$ cat src/rtl/uart_pkg.sv
`default_nettype none
// ============================================================================
// Module   : uart_pkg
// Purpose  : Shared types and constants for the UART receive path
// Revision : 1.0 - initial release
// ============================================================================
package uart_pkg;

    localparam int unsigned UART_DATA_BITS = 8;
    localparam int unsigned UART_MIN_DIV   = 2;

    typedef enum logic [2:0] {
        IDLE      = 3'd0,
        START     = 3'd1,
        DATA      = 3'd2,
        PARITY    = 3'd3,
        STOP      = 3'd4,
        WAIT_HIGH = 3'd5
    } rx_state_t;

    typedef struct packed {
        logic [UART_DATA_BITS-1:0] data;
        logic                      parity_err;
        logic                      frame_err;
    } uart_rx_byte_t;

endpackage
`default_nettype wire

$ cat src/rtl/uart_sync_filter.sv
`default_nettype none
// ============================================================================
// Module   : uart_sync_filter
// Purpose  : Multi-flop synchronizer for an async serial line plus
//            falling-edge detection on the synchronized level
// Revision : 1.0 - initial release
// ============================================================================
module uart_sync_filter
    import uart_pkg::*;
#(
    parameter int SYNC_STAGES = 2
) (
    input  logic clk,
    input  logic reset,
    input  logic rx,
    output logic rx_s,
    output logic fall
);

    logic [SYNC_STAGES-1:0] r_sync;
    logic                   r_prev;

    // Synchronizer chain and previous-level flop; both idle high so reset never fakes an edge
    always_ff @(posedge clk) begin
        if (reset) begin
            r_sync <= '1;
            r_prev <= 1'b1;
        end else begin
            r_sync <= {r_sync[SYNC_STAGES-2:0], rx};
            r_prev <= r_sync[SYNC_STAGES-1];
        end
    end

    assign rx_s = r_sync[SYNC_STAGES-1];
    assign fall = r_prev & ~r_sync[SYNC_STAGES-1];

endmodule
`default_nettype wire

$ cat src/rtl/uart_rx_deframer.sv
`default_nettype none
// ============================================================================
// Module   : uart_rx_deframer
// Purpose  : UART receive deframer (8 data bits, optional even parity,
//            1 stop bit) producing a valid/ready byte stream with error flags
// Revision : 1.0 - initial release
// ============================================================================
module uart_rx_deframer
    import uart_pkg::*;
#(
    parameter int DIV_WIDTH   = 16,
    parameter int SYNC_STAGES = 2
) (
    input  logic                 clk,
    input  logic                 reset,
    input  logic                 rx,
    input  logic [DIV_WIDTH-1:0] divisor,
    input  logic                 parity_en,
    output logic                 out_valid,
    input  logic                 out_ready,
    output logic [7:0]           out_data,
    output logic                 out_parity_err,
    output logic                 out_frame_err,
    output logic                 overrun,
    output logic                 busy
);

    localparam int IDX_W = $clog2(UART_DATA_BITS);

    logic                      w_rx_s;
    logic                      w_fall;
    logic [DIV_WIDTH-1:0]      w_div_clamped;

    rx_state_t                 r_state, w_state_n;
    logic [DIV_WIDTH-1:0]      r_cnt, w_cnt_n;
    logic [DIV_WIDTH-1:0]      r_div, w_div_n;
    logic [IDX_W-1:0]          r_idx, w_idx_n;
    logic [UART_DATA_BITS-1:0] r_shift, w_shift_n;
    logic                      r_par_en, w_par_en_n;
    logic                      r_par_err, w_par_err_n;
    uart_rx_byte_t             r_out, w_out_n;
    logic                      r_valid, w_valid_n;
    logic                      r_overrun, w_overrun_n;
    logic                      w_sample;
    logic                      w_frm_err;

    uart_sync_filter #(
        .SYNC_STAGES (SYNC_STAGES)
    ) u_sync (
        .clk   (clk),
        .reset (reset),
        .rx    (rx),
        .rx_s  (w_rx_s),
        .fall  (w_fall)
    );

    assign w_div_clamped = (divisor < DIV_WIDTH'(UART_MIN_DIV)) ? DIV_WIDTH'(UART_MIN_DIV) : divisor;

    // Next-state, bit timing, shift assembly and output-handshake logic
    always_comb begin
        w_state_n   = r_state;
        w_cnt_n     = r_cnt;
        w_div_n     = r_div;
        w_idx_n     = r_idx;
        w_shift_n   = r_shift;
        w_par_en_n  = r_par_en;
        w_par_err_n = r_par_err;
        w_out_n     = r_out;
        w_valid_n   = r_valid;
        w_overrun_n = 1'b0;
        w_frm_err   = 1'b0;
        w_sample    = (r_cnt == '0);

        // Bit-timing counter runs only while a frame is being sampled
        if (r_state inside {START, DATA, PARITY, STOP}) begin
            w_cnt_n = w_sample ? r_div : (r_cnt - DIV_WIDTH'(1));
        end

        // Consumer handshake frees the output register
        if (r_valid && out_ready) begin
            w_valid_n = 1'b0;
        end

        case (r_state)
            IDLE: begin
                if (w_fall) begin
                    // Frame settings are frozen here for the whole frame
                    w_div_n     = w_div_clamped;
                    w_cnt_n     = w_div_clamped >> 1;
                    w_par_en_n  = parity_en;
                    w_par_err_n = 1'b0;
                    w_state_n   = START;
                end
            end
            START: begin
                if (w_sample) begin
                    if (w_rx_s) begin
                        w_state_n = IDLE;
                    end else begin
                        w_state_n = DATA;
                        w_idx_n   = '0;
                    end
                end
            end
            DATA: begin
                if (w_sample) begin
                    w_shift_n = {w_rx_s, r_shift[UART_DATA_BITS-1:1]};
                    w_idx_n   = r_idx + IDX_W'(1);
                    if (r_idx == IDX_W'(UART_DATA_BITS - 1)) begin
                        w_state_n = r_par_en ? PARITY : STOP;
                    end
                end
            end
            PARITY: begin
                if (w_sample) begin
                    w_par_err_n = w_rx_s ^ (^r_shift);
                    w_state_n   = STOP;
                end
            end
            STOP: begin
                if (w_sample) begin
                    w_frm_err = ~w_rx_s;
                    w_state_n = w_rx_s ? IDLE : WAIT_HIGH;
                    // A byte still held without handshake wins; the new one is dropped
                    if (r_valid && !out_ready) begin
                        w_overrun_n = 1'b1;
                    end else begin
                        w_valid_n          = 1'b1;
                        w_out_n.data       = r_shift;
                        w_out_n.parity_err = r_par_err;
                        w_out_n.frame_err  = w_frm_err;
                    end
                end
            end
            WAIT_HIGH: begin
                if (w_rx_s) begin
                    w_state_n = IDLE;
                end
            end
            default: begin
                w_state_n = IDLE;
            end
        endcase
    end

    // State and datapath registers
    always_ff @(posedge clk) begin
        if (reset) begin
            r_state   <= IDLE;
            r_cnt     <= '0;
            r_div     <= '0;
            r_idx     <= '0;
            r_shift   <= '0;
            r_par_en  <= 1'b0;
            r_par_err <= 1'b0;
            r_out     <= '0;
            r_valid   <= 1'b0;
            r_overrun <= 1'b0;
        end else begin
            r_state   <= w_state_n;
            r_cnt     <= w_cnt_n;
            r_div     <= w_div_n;
            r_idx     <= w_idx_n;
            r_shift   <= w_shift_n;
            r_par_en  <= w_par_en_n;
            r_par_err <= w_par_err_n;
            r_out     <= w_out_n;
            r_valid   <= w_valid_n;
            r_overrun <= w_overrun_n;
        end
    end

    assign out_valid      = r_valid;
    assign out_data       = r_out.data;
    assign out_parity_err = r_out.parity_err;
    assign out_frame_err  = r_out.frame_err;
    assign overrun        = r_overrun;
    assign busy           = (r_state != IDLE);

endmodule
`default_nettype wire

$ cat config.mk
export PLATFORM = sky130hd
export DESIGN_NAME = uart_rx_deframer
export DESIGN_NICKNAME = d
export VERILOG_FILES = /design/src/rtl/uart_pkg.sv /design/src/rtl/uart_sync_filter.sv /design/src/rtl/uart_rx_deframer.sv
export SDC_FILE = /design/constraint.sdc
export NUM_CORES = 1
export LEC_CHECK = 0
export BUFFER_PORTS_ARGS = -buffer_cell sky130_fd_sc_hd__buf_2
export CAP_MARGIN = 40
export CORE_MARGIN = 4
export CORE_UTILIZATION = 52
export CTS_CLUSTER_DIAMETER = 150
export CTS_CLUSTER_SIZE = 12
export DETAILED_ROUTE_END_ITERATION = 10
export PLACE_DENSITY = 0.75
export SLEW_MARGIN = 15
export SYNTH_ARGS = -nofsm -noshare
export SYNTH_HDL_FRONTEND = slang
export SYNTH_SLANG_ARGS = --single-unit
$ cat constraint.sdc
create_clock -name clk -period 1.9 [get_ports clk]
set_input_delay 0.475 -clock clk [delete_from_list [all_inputs] [get_ports clk]]
set_output_delay 0.475 -clock clk [all_outputs]
set_load 0.02 [all_outputs]
==> results.py, run 1 <==
metrics = {
    "outcome": {
        "status": "finished with violations",
        "violations": "setup timing",
    },
    "sta": {
        "tns_ns": -1.609,
        "setup_slack_ns": -0.1283,
        "setup_viol": 30,
        "fin_crit_ns": 2.028,
        "slew_viol_final": 0,
        "post-route-period-util": 1.068,
        "hold_viol_final": 0,
        "timing.fmax_ghz": 0.4930,
        "relSlewSlack": 0.6020,
        "rsz0062_at_grt": "true",
        "skew_ns": 0.008749,
        "worst_pin_slew_ns": 0.5944,
    },
    "drt": {
        "final_antenna_net_count": 0,
        "dr.pass1.iters": 5,
        "drt_iter0_drc": 360,
        "via_count": 3170,
        "avgViaCountPerCell": 6.038,
        "drc": 0,
        "wl_per_cell_um": 17.90,
        "routed_wl_um": 9400,
    },
    "power": {
        "leakage_nw": 1.756,
        "p_clk_frac": 0.289,
        "power_density_nw_per_um2": 846.6,
        "power_frac_seq": 0.390,
        "switching_share": 0.3281,
        "combPwrFrac": 0.322,
        "p_sw_w": 0.001181,
        "ir_drop_v": 0.0005245,
        "p_int_w": 0.002419,
    },
    "synthesis": {
        "synth-simple-area-share": 0.2437,
        "synthAdderAreaFrac": 0.01644,
        "synth_edf_count": 0,
        "syn_nets": 378,
        "ys_warn_count": 0,
        "synth_top_area_share": 0.4143,
        "muxShareOfSynthArea": 0.07604,
        "yosysUniqueCellTypes": 55,
        "synth_compound_area_frac": 0.1866,
        "synth.yosys.seq_area_share": 0.4143,
        "synth-seq-cells": 63,
        "synth_top_family_by_area": "simple AND/OR/NAND/NOR gates",
        "synth_area_um2": 3044,
        "synth-xor-area-share": 0.02754,
        "yosys-top-cells-area": "dfxtp_1, mux2i_1, nor2_1",
        "netlist_instances": 353,
        "async_flop_share": 0,
        "syn_avg_cell_area_um2": 8.624,
        "synth_ff_type": "dfxtp_1",
        "yosys.area.top_type": "dfxtp_1",
    },
    "global_routing": {
        "top_usage_layer": "met2",
        "grt_pass1_wl_um": 14130,
        "grt_use_total": 0.2448,
        "antenna_found_initial": 0,
        "globalRouteMet2Util": 0.4093,
        "grt_max_degree": 45,
        "grt_overflow_total": 0,
        "grt_use_met1": 0.2905,
        "grt_pass1_vias": 3018,
        "met3_usage": 0.07360,
    },
    "setup_path": {
        "critPathTopFamily": "simple AND/OR/NAND/NOR gates",
        "crit_buf_inv": 1,
        "r2r_slack_ns": -0.13,
        "max_stage_delay_ns": 0.52,
        "r2r.worst_path.cells": 6,
        "crit_type": "flip-flop to flip-flop",
        "cpMaxStageDelayCell": "or4_1",
        "cp_num_cells": 6,
        "required_ns": 2.16,
        "crit_arrival_ns": 2.29,
        "start_kind": "flip-flop",
        "cp_max_fo": 4,
        "crit_path_end_kind": "flip-flop",
        "path_cells": "nor4_2 -> buf_4 -> nand4_2 -> a221o_1 -> or4_1 -> o31ai_1",
    },
    "place": {
        "placed_cells": 495,
        "io_buffers": 33,
        "hpwl_um": 5997,
        "gp_congestion": 0.9742,
        "dp_slack_ns": -0.2046,
    },
    "final_layout": {
        "multi_input_area_um2": 1918,
        "final_nets": 474,
        "drive_gt1_frac": 0.3731,
        "nFillCells": 421,
        "final_cells": 525,
        "synthToLayoutAreaGrowth_pct": 39.70,
        "final_cell_mix": "dfxtp_1, buf_4, nor2_1, nand2_1, buf_2",
        "insertedDiodeCount": 0,
        "regArea_um2": 1266,
    },
    "floorplanning": {
        "die_h_um": 84.51,
        "initial_core_util": 0.5428,
        "die_w_um": 84.51,
        "row_count": 27,
        "ioPinCount": 34,
        "die_area_um2": 7142,
        "fp.coreArea_um2": 5608,
    },
    "clocking": {
        "cts_tree": "done",
        "holdBufCountCts": 0,
        "cts_max_level": 3,
        "cts_root_buf": "clkbuf_8",
        "clock-sinks": 63,
        "numCtsBuffers": 9,
        "clkTransAtPathRegs_ns": 0.07,
        "clk-insertion-delay-late_ns": 0.34,
        "cts_max_path_buffers": 2,
    },
    "flow_run": {
        "max_cap_violations": 0,
    },
    "min_path": {
        "min_path_type": "primary input to flip-flop",
        "whs_path_depth": 2,
    },
}
[kinds of logic after synthesis]
logic type                 after synthesis
and+or+nand+nor                        144
AOI/OAI and AO/OA                       83
DFF                                     63
buffers and inverters                   28
muxes                                   23
xor gates and xnor gates                 8
adders and majority gates                4
[power groups by stage]
stage / registers, W / logic [W] / clock network, W
final: 0.00140 / 0.00116 / 0.00104
after global placement: 0.00143 / 0.000805 / 0
after global routing: 0.00141 / 0.00122 / 0.00111
after CTS: 0.00140 / 0.000944 / 0.00105
after floorplan: 0.00143 / 0.000467 / 0
after detailed placement: 0.00143 / 0.000820 / 0
[state kept, by name, summed over array words and instances, names as in the netlist, 2 cells and up]
| name | flops |
|---|---|
| out_data | 8 |
| r_cnt | 16 |
| r_div | 16 |
| r_idx | 3 |
| r_shift | 8 |
| r_state | 3 |
| u_sync.r_sync | 2 |
[stage by stage]
| stage | instance area (um2) | total power, W | hold slack [ns] | util |
|---|---|---|---|---|
| after floorplan | 3069 | 0.001898 | 0.3895 | - |
| after global routing | 4253 | 0.003739 | 0.2934 | 0.7584 |
| after detailed placement | 3716 | 0.002247 | 0.3963 | 0.6627 |
| after CTS | 4014 | 0.003398 | 0.2989 | 0.7158 |
| final | 4253 | 0.003601 | 0.3081 | 0.7584 |
| after global placement | 3705 | 0.002231 | 0.3935 | 0.6606 |
[routing by layer]
metal | vias to the layer above | wire length, um
met5 | - | 0
met4 | 0 | 293
met3 | 26 | 613
met2 | 148 | 4743
met1 | 1508 | 3749
li1 | 1488 | -
[repair_timing]
action / 4_1_cts / 5_1_grt
cloned: 0 / 3
endpoints found under the setup margin: 21 / 38
gates resized for setup: 12 / 54
setup buffers: 8 / 4
pin swaps: 6 / 13
[path summary, 6_finish.rpt]
| path | end | from |
|---|---|---|
| worst max-delay path | r_state[2] | r_cnt[6] |
| worst max register to register | r_state[2] | r_cnt[6] |
| worst min-delay path | u_sync.r_sync[0] | rx |
| worst min register to register | u_sync.r_sync[1] | u_sync.r_sync[0] |
[synth_stat cells, drive strengths merged (2+ instances only)]
master   number
a211oi        3
a21oi        19
a22o          8
a22oi         4
a2bb2oi       2
a31oi         4
a32o          2
a32oi         5
and2          3
and4          2
buf           3
clkbuf       19
dfxtp        63
ha            4
inv           6
mux2i        22
nand2        36
nand2b        5
nand3         8
nand4         5
nor2         42
nor2b         2
nor3         13
nor4          7
nor4b         2
o211ai        2
o21ai        17
o22ai         2
o311ai        2
o31ai         3
o32ai         3
or2           5
or3           5
or4           4
xnor2         6
[cell type report]
class                      instances  share of cell area
timing repair buffer             106              0.1842
clock inverter                     4            0.007355
inverter                           6            0.005296
sequential                        63              0.2977
clock buffer                      11             0.03325
multi-input combinational        263              0.4510
tap                               72             0.02118
Power figures use the tool's default switching activity.
==> run 2: changes to the inputs <==
--- a/config.mk
+++ b/config.mk
@@ -5,6 +5,7 @@
 export SDC_FILE = /design/constraint.sdc
 export NUM_CORES = 1
 export LEC_CHECK = 0
+export ABC_CLOCK_PERIOD_IN_PS = 1900
 export BUFFER_PORTS_ARGS = -buffer_cell sky130_fd_sc_hd__buf_2
 export CAP_MARGIN = 40
 export CORE_MARGIN = 4
@@ -12,7 +13,7 @@
 export CTS_CLUSTER_DIAMETER = 150
 export CTS_CLUSTER_SIZE = 12
 export DETAILED_ROUTE_END_ITERATION = 10
-export PLACE_DENSITY = 0.75
+export PLACE_DENSITY = 0.74
 export SLEW_MARGIN = 15
 export SYNTH_ARGS = -nofsm -noshare
 export SYNTH_HDL_FRONTEND = slang
==> results.py, run 2 (synthesized netlist as in run 1, its figures left out) <==
metrics = {
    "sta": {
        "post-route-period-util": 1.068,
        "setup_slack_ns": -0.1301,
        "fin_hold_ws_ns": 0.3090,
        "skew_ns": 0.009948,
        "setup_viol": 20,
        "worst_pin_slew_ns": 0.4413,
        "hold_viol_final": 0,
        "timing.fmax_ghz": 0.4926,
        "relSlewSlack": 0.7035,
        "rsz0062_at_grt": "true",
        "fin_crit_ns": 2.030,
        "slew_viol_final": 0,
    },
    "global_routing": {
        "antenna_found_initial": 0,
        "grt_pass1_wl_um": 14350,
        "grt_use_total": 0.2489,
        "grt_use_met1": 0.3043,
        "top_usage_layer": "met2",
        "globalRouteMet2Util": 0.4000,
        "grt_max_degree": 29,
        "grt_overflow_total": 0,
        "grt_pass1_vias": 3006,
        "met3_usage": 0.04318,
    },
    "final_layout": {
        "final_cells": 519,
        "fin_util": 0.7303,
        "insertedDiodeCount": 0,
        "reg_top3": "r_cnt x16, r_div x16",
        "drive_gt1_frac": 0.3423,
        "final_nets": 467,
        "synthToLayoutAreaGrowth_pct": 34.53,
        "design_area_um2": 4095,
        "final_cell_mix": "buf_4, dfxtp_1, nor2_1, nand2_1, buf_2",
    },
    "place": {
        "placed_cells": 492,
        "gp_congestion": 0.9258,
        "dpl_cell_area_um2": 3677,
        "hpwl_um": 6012,
        "io_buffers": 33,
    },
    "power": {
        "switching_share": 0.3171,
        "leakage_nw": 1.704,
        "combPwrFrac": 0.283,
        "ir_drop_v": 0.0005654,
        "p_clk_frac": 0.328,
        "power_frac_seq": 0.389,
        "p_int_w": 0.002453,
        "p_total_w": 0.003592,
        "power_density_nw_per_um2": 877.1,
        "p_sw_w": 0.001139,
    },
    "floorplanning": {
        "die_h_um": 84.51,
        "fp.coreArea_um2": 5608,
        "row_count": 27,
        "initial_core_util": 0.5428,
        "ioPinCount": 34,
        "die_w_um": 84.51,
        "die_area_um2": 7142,
    },
    "setup_path": {
        "rr_startpoint": "r_cnt[1]",
        "r2r.worst_path.cells": 7,
        "crit_path_end_kind": "flip-flop",
        "required_ns": 2.18,
        "cpMaxStageDelayCell": "or4_1",
        "r2r_end": "r_state[1]",
        "crit_type": "flip-flop to flip-flop",
        "crit_arrival_ns": 2.31,
        "start_kind": "flip-flop",
        "path_cells": "inv_2 -> ha_4 -> nor4b_4 -> nand4_2 -> a221o_1 -> or4_1 -> a21oi_1",
        "r2r_slack_ns": -0.13,
        "max_stage_delay_ns": 0.48,
        "cp_max_fo": 4,
    },
    "min_path": {
        "min_path_type": "primary input to flip-flop",
        "min_to": "u_sync.r_sync[0]",
        "min_from": "rx",
        "whs_path_depth": 2,
    },
    "outcome": {
        "status": "finished with violations",
        "violations": "setup timing",
    },
    "clocking": {
        "cts_max_level": 3,
        "cts_max_path_buffers": 2,
        "numCtsBuffers": 9,
        "clk-insertion-delay-late_ns": 0.35,
        "clock-sinks": 63,
        "cts_root_buf": "clkbuf_8",
        "cts_tree": "done",
        "clkTransAtPathRegs_ns": 0.08,
    },
    "drt": {
        "via_count": 3074,
        "drc": 0,
        "drt_iter0_drc": 222,
        "dr.pass1.iters": 5,
        "final_antenna_net_count": 0,
        "avgViaCountPerCell": 5.923,
        "routed_wl_um": 8978,
        "wl_per_cell_um": 17.30,
    },
    "flow_run": {
        "max_cap_violations": 0,
    },
}
==> run 2: changes by cell type in the layout (fill, tap and decap cells not counted), moves of 2 or more <==
cell        previous run  this run
o32ai_1                1         3
nor3_1                 6         8
o21ai_0                9        17
buf_6                 12         4
clkinv_4               0         3
clkinv_2               0         2
o311ai_1               0         2
o21ai_1                7         0
nor3_4                 2         0
clkinvlp_4             3         1
==> run 2: per-layer routing <==
metal / part of all wire / vias up
met2: 0.49 / 103
met5: 0 / -
met3: 0.047 / 26
met4: 0.049 / 0
met1: 0.42 / 1469
li1: - / 1476
==> run 2: layout make-up <==
class | instances | area, um2
Clock inverter | 7 | 73.82
Tap cell | 72 | 90.09
Sequential cell | 63 | 1269
Timing Repair Buffer | 99 | 704.4
Clock buffer | 9 | 123.9
Multi-Input combinational cell | 263 | 1812
Fill cell | 451 | 1513
Inverter | 6 | 22.52
==> run 2: how the worst max path moves through the flow <==
stage           startpoint          end  slack [ns]  cells past startpoint
2_1_floorplan     r_cnt[0]   r_state[1]       -0.06                      7
3_3_place_gp    divisor[9]     r_cnt[5]       -0.17                      7
3_5_place_dp   divisor[12]     r_cnt[8]       -0.29                      6
4_1_cts           r_cnt[1]   r_state[1]       -0.09                      7
5_1_grt           r_cnt[1]  out_data[4]       -0.20                      8
6_report          r_cnt[1]   r_state[1]       -0.13                      7
==> run 2: critical path: cells and delay by family (launching register included) <==
kind / cells / cell delay, ns
buffers and inverters: 1 / 0.07
AND/OR/NAND/NOR: 3 / 0.90
flip-flops: 1 / 0.33
AO/OA/AOI/OAI: 2 / 0.52
adder cells (fa/ha/maj): 1 / 0.13
==> run 2: per-stage QoR <==
stage / setup WS [ns] / TNS, ns
6_report: -0.1301 / -0.9261
5_1_grt: -0.1953 / -4.459
4_1_cts: -0.08534 / -0.3126
3_5_place_dp: -0.2874 / -3.462
3_3_place_gp: -0.1690 / -2.820
2_1_floorplan: -0.06200 / -0.1341
==> run 2: timing repair <==
item | 4_1_cts | 5_1_grt
setup buffers | 5 | 3
cloned | 0 | 3
pin swaps | 5 | 6
hold buffers | 0 | 0
endpoints found under the setup margin | 21 | 39
resized for setup | 8 | 24
==> run 2: power by group through the flow <==
stage / clock (W) / combinational [W] / sequential, W
floorplan: 0 / 0.000467 / 0.00143
global placement: 0 / 0.000819 / 0.00143
detailed placement: 0 / 0.000833 / 0.00143
CTS: 0.00119 / 0.000906 / 0.00140
global route: 0.00124 / 0.00109 / 0.00140
finish: 0.00118 / 0.00102 / 0.00140
